File: src/rtl/buzz_pkg.sv
// Shared types and constants for the buzzer sequencer: FSM states, beep pattern
// records and the per-requester pattern table.
package buzz_pkg;

    localparam int HP_W    = 17;
    localparam int TIMER_W = 10;
    localparam int BEEP_W  = 3;

    // Tone generator toggle limits at 100 MHz (A4, A5, A6)
    localparam logic [HP_W-1:0] HP_A4 = 17'd113636;
    localparam logic [HP_W-1:0] HP_A5 = 17'd56818;
    localparam logic [HP_W-1:0] HP_A6 = 17'd28409;

    typedef enum logic [1:0] {
        ST_IDLE,
        ST_ON,
        ST_OFF,
        ST_GAP
    } state_t;

    typedef struct packed {
        logic [BEEP_W-1:0]  beeps;
        logic [TIMER_W-1:0] on_ms;
        logic [TIMER_W-1:0] off_ms;
        logic [HP_W-1:0]    half_period;
    } pattern_t;

    localparam pattern_t PAT0 = '{beeps: 3'd1, on_ms: 10'd50,  off_ms: 10'd0,   half_period: HP_A4};
    localparam pattern_t PAT1 = '{beeps: 3'd2, on_ms: 10'd100, off_ms: 10'd100, half_period: HP_A5};
    localparam pattern_t PAT2 = '{beeps: 3'd3, on_ms: 10'd200, off_ms: 10'd200, half_period: HP_A4};
    localparam pattern_t PAT3 = '{beeps: 3'd5, on_ms: 10'd500, off_ms: 10'd250, half_period: HP_A6};

    localparam pattern_t [3:0] PATTERNS = {PAT3, PAT2, PAT1, PAT0};

    function automatic logic [3:0] id_onehot(input logic [1:0] id);
        return 4'b0001 << id;
    endfunction

    function automatic logic [1:0] highest_id(input logic [3:0] bits);
        logic [1:0] id;
        id = 2'd0;
        for (int i = 0; i < 4; i++) begin
            if (bits[i]) id = 2'(i);
        end
        return id;
    endfunction

endpackage

File: src/rtl/buzz_tick_gen.sv
// Timing-tick prescaler: counts 0..DIV-1 and pulses tick on the last count;
// restart forces the count back to 0 so every phase starts on a fresh tick period.
module buzz_tick_gen #(
    parameter int unsigned DIV = 100_000
) (
    input  logic clk,
    input  logic rst,
    input  logic restart,
    output logic tick
);

    localparam int W = (DIV > 1) ? $clog2(DIV) : 1;

    logic [W-1:0] count;

    assign tick = (count == W'(DIV - 1));

    always_ff @(posedge clk) begin
        if (rst || restart || tick) begin
            count <= '0;
        end else begin
            count <= count + W'(1);
        end
    end

endmodule

File: src/rtl/buzzer_sequencer.sv
// Arbitrates four alarm requesters onto the PmodAMP2 tone generator, playing each
// requester's fixed beep pattern. Define BUZZ_CANCEL_EN to add the cancel[3:0] input.
module buzzer_sequencer
    import buzz_pkg::*;
#(
    parameter int unsigned CLK_HZ  = 100_000_000,
    parameter int unsigned TICK_HZ = 1000,
    parameter int unsigned GAP_MS  = 100
) (
    input  logic            clk,
    input  logic            rst,
    input  logic [3:0]      req,
    input  logic            no_buzz,
`ifdef BUZZ_CANCEL_EN
    input  logic [3:0]      cancel,
`endif
    output logic            buzzer_on,
    output logic [HP_W-1:0] tone_half_period,
    output logic            busy,
    output logic [1:0]      active_id,
    output logic [3:0]      done
);

    localparam int unsigned        DIV   = CLK_HZ / TICK_HZ;
    localparam logic [TIMER_W-1:0] GAP_T = TIMER_W'(GAP_MS);

    state_t             state, state_next;
    logic [TIMER_W-1:0] timer;
    logic [TIMER_W-1:0] limit;
    logic [BEEP_W-1:0]  beep_cnt;
    logic [3:0]         pending, pending_next;
    logic [3:0]         accept, clear, higher_mask, cancel_mask;
    logic [1:0]         grant_id;
    logic               tick, restart, phase_end, cancel_active;
    logic               grant, beep_dec, finish, abort;

`ifdef BUZZ_CANCEL_EN
    assign cancel_mask   = cancel;
    assign cancel_active = ((state == ST_ON) || (state == ST_OFF)) && cancel[active_id];
`else
    assign cancel_mask   = 4'd0;
    assign cancel_active = 1'b0;
`endif

    assign grant_id    = highest_id(pending);
    assign higher_mask = 4'b1110 << active_id;
    assign restart     = (state_next != state);
    assign phase_end   = tick && (timer == limit - TIMER_W'(1));

    buzz_tick_gen #(
        .DIV(DIV)
    ) u_tick (
        .clk    (clk),
        .rst    (rst),
        .restart(restart),
        .tick   (tick)
    );

    always_comb begin
        limit = GAP_T;
        case (state)
            ST_ON:   limit = PATTERNS[active_id].on_ms;
            ST_OFF:  limit = PATTERNS[active_id].off_ms;
            default: limit = GAP_T;
        endcase
    end

    always_comb begin
        state_next = state;
        grant      = 1'b0;
        beep_dec   = 1'b0;
        finish     = 1'b0;
        abort      = 1'b0;
        if (no_buzz) begin
            state_next = ST_IDLE;
        end else if (cancel_active) begin
            state_next = ST_GAP;
        end else begin
            case (state)
                ST_IDLE: begin
                    if (|pending) begin
                        state_next = ST_ON;
                        grant      = 1'b1;
                    end
                end
                ST_ON: begin
                    if (phase_end) begin
                        beep_dec = 1'b1;
                        if (beep_cnt == BEEP_W'(1)) begin
                            state_next = ST_GAP;
                            finish     = 1'b1;
                        end else begin
                            state_next = ST_OFF;
                        end
                    end
                end
                ST_OFF: begin
                    // Preemption is only considered here so a beep is never clipped
                    if (phase_end) begin
                        if (|(pending & higher_mask)) begin
                            state_next = ST_IDLE;
                            abort      = 1'b1;
                        end else begin
                            state_next = ST_ON;
                        end
                    end
                end
                ST_GAP: begin
                    if (phase_end) state_next = ST_IDLE;
                end
                default: state_next = ST_IDLE;
            endcase
        end
    end

    always_comb begin
        accept = req & ~(busy ? id_onehot(active_id) : 4'd0);
        clear  = (finish || abort) ? id_onehot(active_id) : 4'd0;
        if (no_buzz) begin
            pending_next = 4'd0;
        end else begin
            pending_next = (pending | accept) & ~clear & ~cancel_mask;
        end
    end

    always_ff @(posedge clk) begin
        if (rst) begin
            state            <= ST_IDLE;
            pending          <= 4'd0;
            timer            <= '0;
            beep_cnt         <= '0;
            buzzer_on        <= 1'b0;
            tone_half_period <= '0;
            busy             <= 1'b0;
            active_id        <= 2'd0;
            done             <= 4'd0;
        end else begin
            state     <= state_next;
            pending   <= pending_next;
            buzzer_on <= (state_next == ST_ON);
            busy      <= (state_next != ST_IDLE);
            done      <= finish ? id_onehot(active_id) : 4'd0;
            if (restart) begin
                timer <= '0;
            end else if (tick) begin
                timer <= timer + TIMER_W'(1);
            end
            if (grant) begin
                active_id        <= grant_id;
                tone_half_period <= PATTERNS[grant_id].half_period;
                beep_cnt         <= PATTERNS[grant_id].beeps;
            end else if (beep_dec) begin
                beep_cnt <= beep_cnt - BEEP_W'(1);
            end
        end
    end

endmodule

File: config.mk
export PLATFORM = sky130hd
export DESIGN_NAME = buzzer_sequencer
export DESIGN_NICKNAME = d
export VERILOG_FILES = /design/src/rtl/buzz_pkg.sv /design/src/rtl/buzz_tick_gen.sv /design/src/rtl/buzzer_sequencer.sv
export SDC_FILE = /design/constraint.sdc
export NUM_CORES = 1
export LEC_CHECK = 0
export CAP_MARGIN = 15
export CORE_MARGIN = 2
export CORE_UTILIZATION = 62
export DETAILED_ROUTE_END_ITERATION = 16
export HOLD_SLACK_MARGIN = 0.02
export MAX_ROUTING_LAYER = met4
export PLACE_DENSITY = 0.86
export REMOVE_ABC_BUFFERS = 1
export SLEW_MARGIN = 30
export SYNTH_ARGS = -nofsm -noshare
export SYNTH_HDL_FRONTEND = slang
export SYNTH_SLANG_ARGS = --single-unit
File: constraint.sdc
create_clock -name clk -period 9.8 [get_ports clk]
set_input_delay 0.98 -clock clk [delete_from_list [all_inputs] [get_ports clk]]
set_output_delay 0.98 -clock clk [all_outputs]
set_load 0.01 [all_outputs]
==> Word-level counts from Yosys, hierarchy flattened <==
Cells that the tools add are included.
{ "word_totals": {"ff_bits": 61, "in_bits": 7, "out_inout_bits": 25, "word_cells": 79} }
{ "classes": {"n_addsub": 4, "bitwise": 7, "magnitude_cmp": 2, "mux": 34, "n_shift": 2, "eq_ne": 8, "n_reduce_logical": 12} }
{ "op_table": {"columns": ["cell", "n"], "rows": [
  ["$bmux W40 S2", 2],
  ["$mux W40", 1],
  ["$mux W37", 1],
  ["$pmux W10 S2", 1],
  ["$add A17 B1 Y17 const B", 1],
  ["$eq A17 B17 Y1 const B", 1],
  ["$mux W1", 17],
  ["$mux W2", 7],
  ["$and A4 B4 Y4", 3],
  ["$add A10 B1 Y10 const B", 1],
  ["$eq A10 B10 Y1", 1],
  ["$sub A10 B1 Y10 const B", 1],
  ["$mux W4", 2],
  ["$not A4 Y4", 2],
  ["$pmux W2 S4", 1],
  ["$reduce_or A4 Y1", 2],
  ["$lt A2 B3 Y1 const B", 2],
  ["$mux W3", 2],
  ["$reduce_or A2 Y1", 3],
  ["$eq A2 B1 Y1 const B", 2],
  ["$eq A2 B2 Y1 const B", 2],
  ["$or A4 B4 Y4", 1],
  ["$reduce_bool A2 Y1", 2],
  ["$shl A1 B2 Y4 const A", 1],
  ["8 further kinds", 10]
]} }

==> Logic depth before layout (Yosys ltp) <==
{ "depth": {"depth_word": 13, "ltp_mapped": 17, "mapped_depth_nobuf": 13} }

==> Hierarchy <==
From an unflattened synthesis, not the netlist that was laid out.
{ "unflattened": {"cells_unflattened": 373, "area_unflattened_um2": 3270.6} }
{ "modules_own_cells": {"columns": ["module", "seq_area_each_um2", "n_inst", "cells_per_inst", "area_per_inst_um2"], "rows": [
  ["buzzer_sequencer", 660.6, 1, 284, 2469.9],
  ["buzz_tick_gen", 340.3, 1, 89, 800.8]
]} }

==> Least setup slack after synthesis <==
No wires, ideal clock.
{ "synth_path": {"path_kind": "flip-flop to flip-flop", "startpoint": "reg state[0]", "endpoint": "reg timer[0]", "path_buffers": 4, "setup_ns": 0.168, "t_required_ns": 9.632, "period_less_slack_ns": 3.635, "stages_incl_launch_ff": 17, "slack_ns": 6.165, "arrival_ns": 3.467, "cell_sequence": "dfxtp_1 > clkbuf_1 > inv_1 > ha_1 > buf_2 > and2_1 > ha_1 > xnor2_1 > xnor2_1 > or4_1 > a311oi_1 > nand4b_2 > nor4_1 > nand4bb_1 > buf_6 > buf_6 > nor3_1"} }
{ "synth_between": {"elab_chain_len": 10, "elab_cells_between_ends": 16, "cone_classes": "add/sub (1); eq/ne (5); mux (7); reduce/logical (3)"} }
{ "synth_rtl": {"columns": ["element", "line", "source"], "rows": [
  ["start, declared", "buzzer_sequencer.sv:27", "state_t state, state_next;"],
  ["start signal, assigned", "buzzer_sequencer.sv:138", "state <= state_next;"],
  ["$eq A2 B2 Y1 or $eq A2 B1 Y1 (tied branches)", "buzzer_sequencer.sv:61, buzzer_sequencer.sv:79", null],
  ["$pmux W10 S2", "buzzer_sequencer.sv:61", "case (state)"],
  ["$sub A10 B1 Y10", "buzzer_sequencer.sv:48", "assign phase_end = tick && (timer == limit - TIMER_W'(1));"],
  ["$eq A10 B10 Y1", "buzzer_sequencer.sv:48", null],
  ["$logic_and A1 B1 Y1", "buzzer_sequencer.sv:48", null],
  ["$mux W2 (on tied branches)", "buzzer_sequencer.sv:109, buzzer_sequencer.sv:87, buzzer_sequencer.sv:99", null],
  ["$pmux W2 S4", "buzzer_sequencer.sv:79", "case (state)"],
  ["$mux W2", "buzzer_sequencer.sv:74", "if (no_buzz) begin"],
  ["$ne A2 B2 Y1 *", "buzzer_sequencer.sv:47", "assign restart = (state_next != state);"],
  ["$reduce_or A2 Y1 (no line) *", null, null],
  ["end signal, assigned", "buzzer_sequencer.sv:146", "timer <= timer + TIMER_W'(1);"],
  ["end, declared", "buzzer_sequencer.sv:28", "logic [TIMER_W-1:0] timer;"]
]} }
Mark *: on every way between the ends. The rest lies on a longest branch, timed or not.
A chain may end at the register's enable or synchronous reset.

==> Worst setup path after layout <==
{ "layout_path": {"startpoint": "reg state[1]", "endpoint": "reg u_tick.count[3]"} }
{ "layout_between": {"elab_chain_len": 11, "elab_cells_between_ends": 17, "cone_classes": "add/sub (1); eq/ne (5); mux (7); reduce/logical (4)"} }
{ "layout_rtl": {"columns": ["element", "line", "source"], "rows": [
  ["$eq A2 B2 Y1 or $eq A2 B1 Y1 (tied branches)", "buzzer_sequencer.sv:61, buzzer_sequencer.sv:79", null],
  ["$pmux W10 S2", "buzzer_sequencer.sv:61", null],
  ["$sub A10 B1 Y10", "buzzer_sequencer.sv:48", null],
  ["$eq A10 B10 Y1", "buzzer_sequencer.sv:48", null],
  ["$logic_and A1 B1 Y1", "buzzer_sequencer.sv:48", null],
  ["$mux W2 (on tied branches)", "buzzer_sequencer.sv:109, buzzer_sequencer.sv:87, buzzer_sequencer.sv:99", null],
  ["$pmux W2 S4", "buzzer_sequencer.sv:79", null],
  ["$mux W2", "buzzer_sequencer.sv:74", null],
  ["$ne A2 B2 Y1 *", "buzzer_sequencer.sv:47", null],
  ["$logic_or A1 B1 Y1 * (2 in series)", "buzz_tick_gen.sv:19", "if (rst || restart || tick) begin"],
  ["end signal, assigned", "buzz_tick_gen.sv:22", "count <= count + W'(1);"],
  ["end, declared", "buzz_tick_gen.sv:14", "logic [W-1:0] count;"]
]} }
Marks and branches as above.

==> results_dict.tcl <==
set metrics [dict create \
    maxCapViolations 0 \
    hold_violations 0 \
    hp-class "register to register" \
    p_leak_nw 1.29 \
    rows 25 \
    drive_gt1_frac 0.0838 \
    nFillCells 388 \
    num_vias 2687 \
    die_area_um2 5670 \
    fin_nets 409 \
    chipWidth_um 75.3 \
    finalSetupViolCount 0 \
    cp.required_ns 9.98 \
    initial_core_util 0.655 \
    regArea_um2 1000 \
    yosysUniqueCellTypes 61 \
    synth_cells 366 \
    cts_tree "built" \
    syn_avg_cell_area_um2 8.62 \
    yosysTopAreaCell "dfxtp_1" \
    cts_root_buffer "clkbuf_8" \
    fin_cells 449 \
    first_iter_violations 325 \
    power.total_uw 417 \
    die_h_um 75.3 \
    cp-startpoint "state[1]" \
    ctsHoldBuffers 0 \
    start_kind "register" \
    cts_setup_buffers 0 \
    min_period_ns 4.19 \
    wl_per_cell_um 15.1 \
    synth_most_common_cell "dfxtp_1" \
    synthArstFlopShare 0 \
    yosys_warnings 0 \
    slew_headroom 0.515 \
    path_clk_slew_ns 0.09 \
    synth_common_cells "50 x dfxtp_1, 28 x nand2_1, 22 x nand3_1, 22 x nor3_1, 21 x ha_1" \
    synth_area_leaders "dfxtp_1 32%, ha_1 8.3%, xnor2_1 4.4%" \
    cp-endpoint "u_tick.count[3]" \
    routed_wl_um 6760 \
    fin_setup_tns_ns 0 \
    setup_ws_ns 5.61 \
    antenna_found_initial 0 \
    clock-sinks 50 \
    insertion_delay_ns 0.30 \
    drv_slew 0 \
    rsz0062_at_grt "false" \
    cp.arrival_ns 4.37 \
    r2r_slack_ns 5.61 \
    diodes 0 \
    worst_setup_path_end_kind "register" \
    grt_max_degree 28 \
    grt_pass1_vias 2447 \
    synth_edf_count 0 \
    drtAntennaViolNets 0 \
    ys_seq_elements 50 \
    rr_endpoint "u_tick.count[3]" \
    cellPowerDensity_nw_per_um2 119 \
    reg2reg_depth 14 \
    ys.flop_type "dfxtp_1" \
    track_usage 0.264 \
    synth_area_um2 3150 \
    cts_buffers 5 \
    worst-setup-path-type "register to register" \
    placedCellCount 441 \
    fmax_ghz 0.239 \
    r2r_start "state[1]" \
    gp_congestion 0.877 \
    via_per_inst 5.98 \
    drc 0 \
    yosys.area.top_type_share 0.317 \
    post-place-ws_ns 5.75 \
    grt_overflow_total 0 \
    multi_input_area_um2 1910 \
    first_pass_iters 6 \
    core-area_um2 4820 \
    fin_skew_ns 0.00610 \
    ios 32 \
    ys_seq_area_frac 0.317 \
    cts_buffer_depth 2 \
    port_buffers 31 \
    grt_pass1_wl_um 11400 \
    peakVddDrop_mv 0.0814 \
    area_growth_pct 10.7 \
    status "finished clean" \
    cts_resized 0 \
    cp_max_fo 27 \
    htreeDepth 2 \
    dp_hpwl_um 4830 \
    finalCritPeriodShare 0.428 \
    tightest_slew_ns 0.721 \
]
## registers in the layout, summed over array words and instances, names as in the netlist
signal            cells
active_id             1
beep_cnt              3
busy                  1
buzzer_on             1
done                  4
pending               4
state                 2
timer                10
tone_half_period      7
u_tick.count         17
## layout by cell type (no fill, tap or decap), types with 3 or more instances in the layout
cell type and count:
nand4_1 7, a31oi_1 3, buf_4 3, nand2b_1 3, nor4b_1 4, nand3_1 22, a21oi_1 11, clkbuf_8 6
nand2_1 28, and3_1 9, nor3_1 22, inv_1 19, or4_1 3, clkdlybuf4s50_1 31, a211oi_1 6, o211ai_1 3
o21ai_0 5, o211a_1 3, nor3_2 12, nor2_1 20, nor4_1 6, and2_1 7, ha_1 21, dfxtp_1 50
xnor2_1 16, xor2_1 16, nand3b_1 3
## worst max-delay path, cell delays in order, from the launching register on
cell       delay [ns]
dfxtp_1          0.39
inv_1            0.21
ha_1             0.48
a22oi_1          0.17
and2_1           0.21
ha_1             0.24
xnor2_1          0.28
xnor2_1          0.11
or4_1            0.48
a311oi_1         0.35
nand4b_2         0.27
nor4_1           0.26
nand4bb_1        0.16
buf_4            0.33
nor3_1           0.11
## stage by stage
| stage | instance area [um^2] | hold WS (ns) | utilization |
|---|---|---|---|
| after floorplan | 2970 | 0.455 | - |
| after global placement | 3400 | 0.447 | 0.705 |
| after detailed placement | 3400 | 0.460 | 0.705 |
| after CTS | 3490 | 0.472 | 0.725 |
| after global routing | 3490 | 0.497 | 0.725 |
| final | 3490 | 0.472 | 0.725 |
## final cells by class
type / count / share of cell area
sequential: 50 / 0.287
tap: 67 / 0.0240
multi-input combinational: 271 / 0.546
timing repair buffer: 34 / 0.0953
clock inverter: 2 / 0.00358
clock buffer: 6 / 0.0237
inverter: 19 / 0.0204
## where the power goes
part           internal (mW)  switching, mW
clock network         0.0569         0.0692
logic                 0.0319         0.0421
registers              0.209        0.00772
total                  0.298          0.119
## cell families (layout without fill, tap and decap cells)
group                      after synthesis  count (layout)  synth area share
AOI/OAI and AO/OA                       57              57             0.135
buffers and inverters                   45              61            0.0805
DFF                                     50              50             0.317
adders and majority gates               21              21            0.0833
muxes                                    2               2           0.00635
xor gates and xnor gates                32              32            0.0889
and+or+nand+nor                        159             159             0.288
## routing by layer
metal  part of all wire  global-route usage  vias to the layer above  routed length [um]
li1                   -                   -                     1333                   -
met1               0.45               0.348                     1253                3040
met2               0.48               0.415                       82                3270
met3              0.046              0.0476                       19                 314
met4              0.020              0.0760                        0                 134
met5                  0                   -                        -                   0
## worst min-delay path by stage
stage | from | to | cells past startpoint
finish | tone_half_period[1] | tone_half_period[1] | 2
global route | tone_half_period[1] | tone_half_period[1] | 2
CTS | tone_half_period[1] | tone_half_period[1] | 2
detailed placement | tone_half_period[1] | tone_half_period[1] | 2
global placement | tone_half_period[1] | tone_half_period[1] | 2
floorplan | u_tick.count[0] | u_tick.count[0] | 1
No activity file was read; power rests on OpenSTA's default activity.
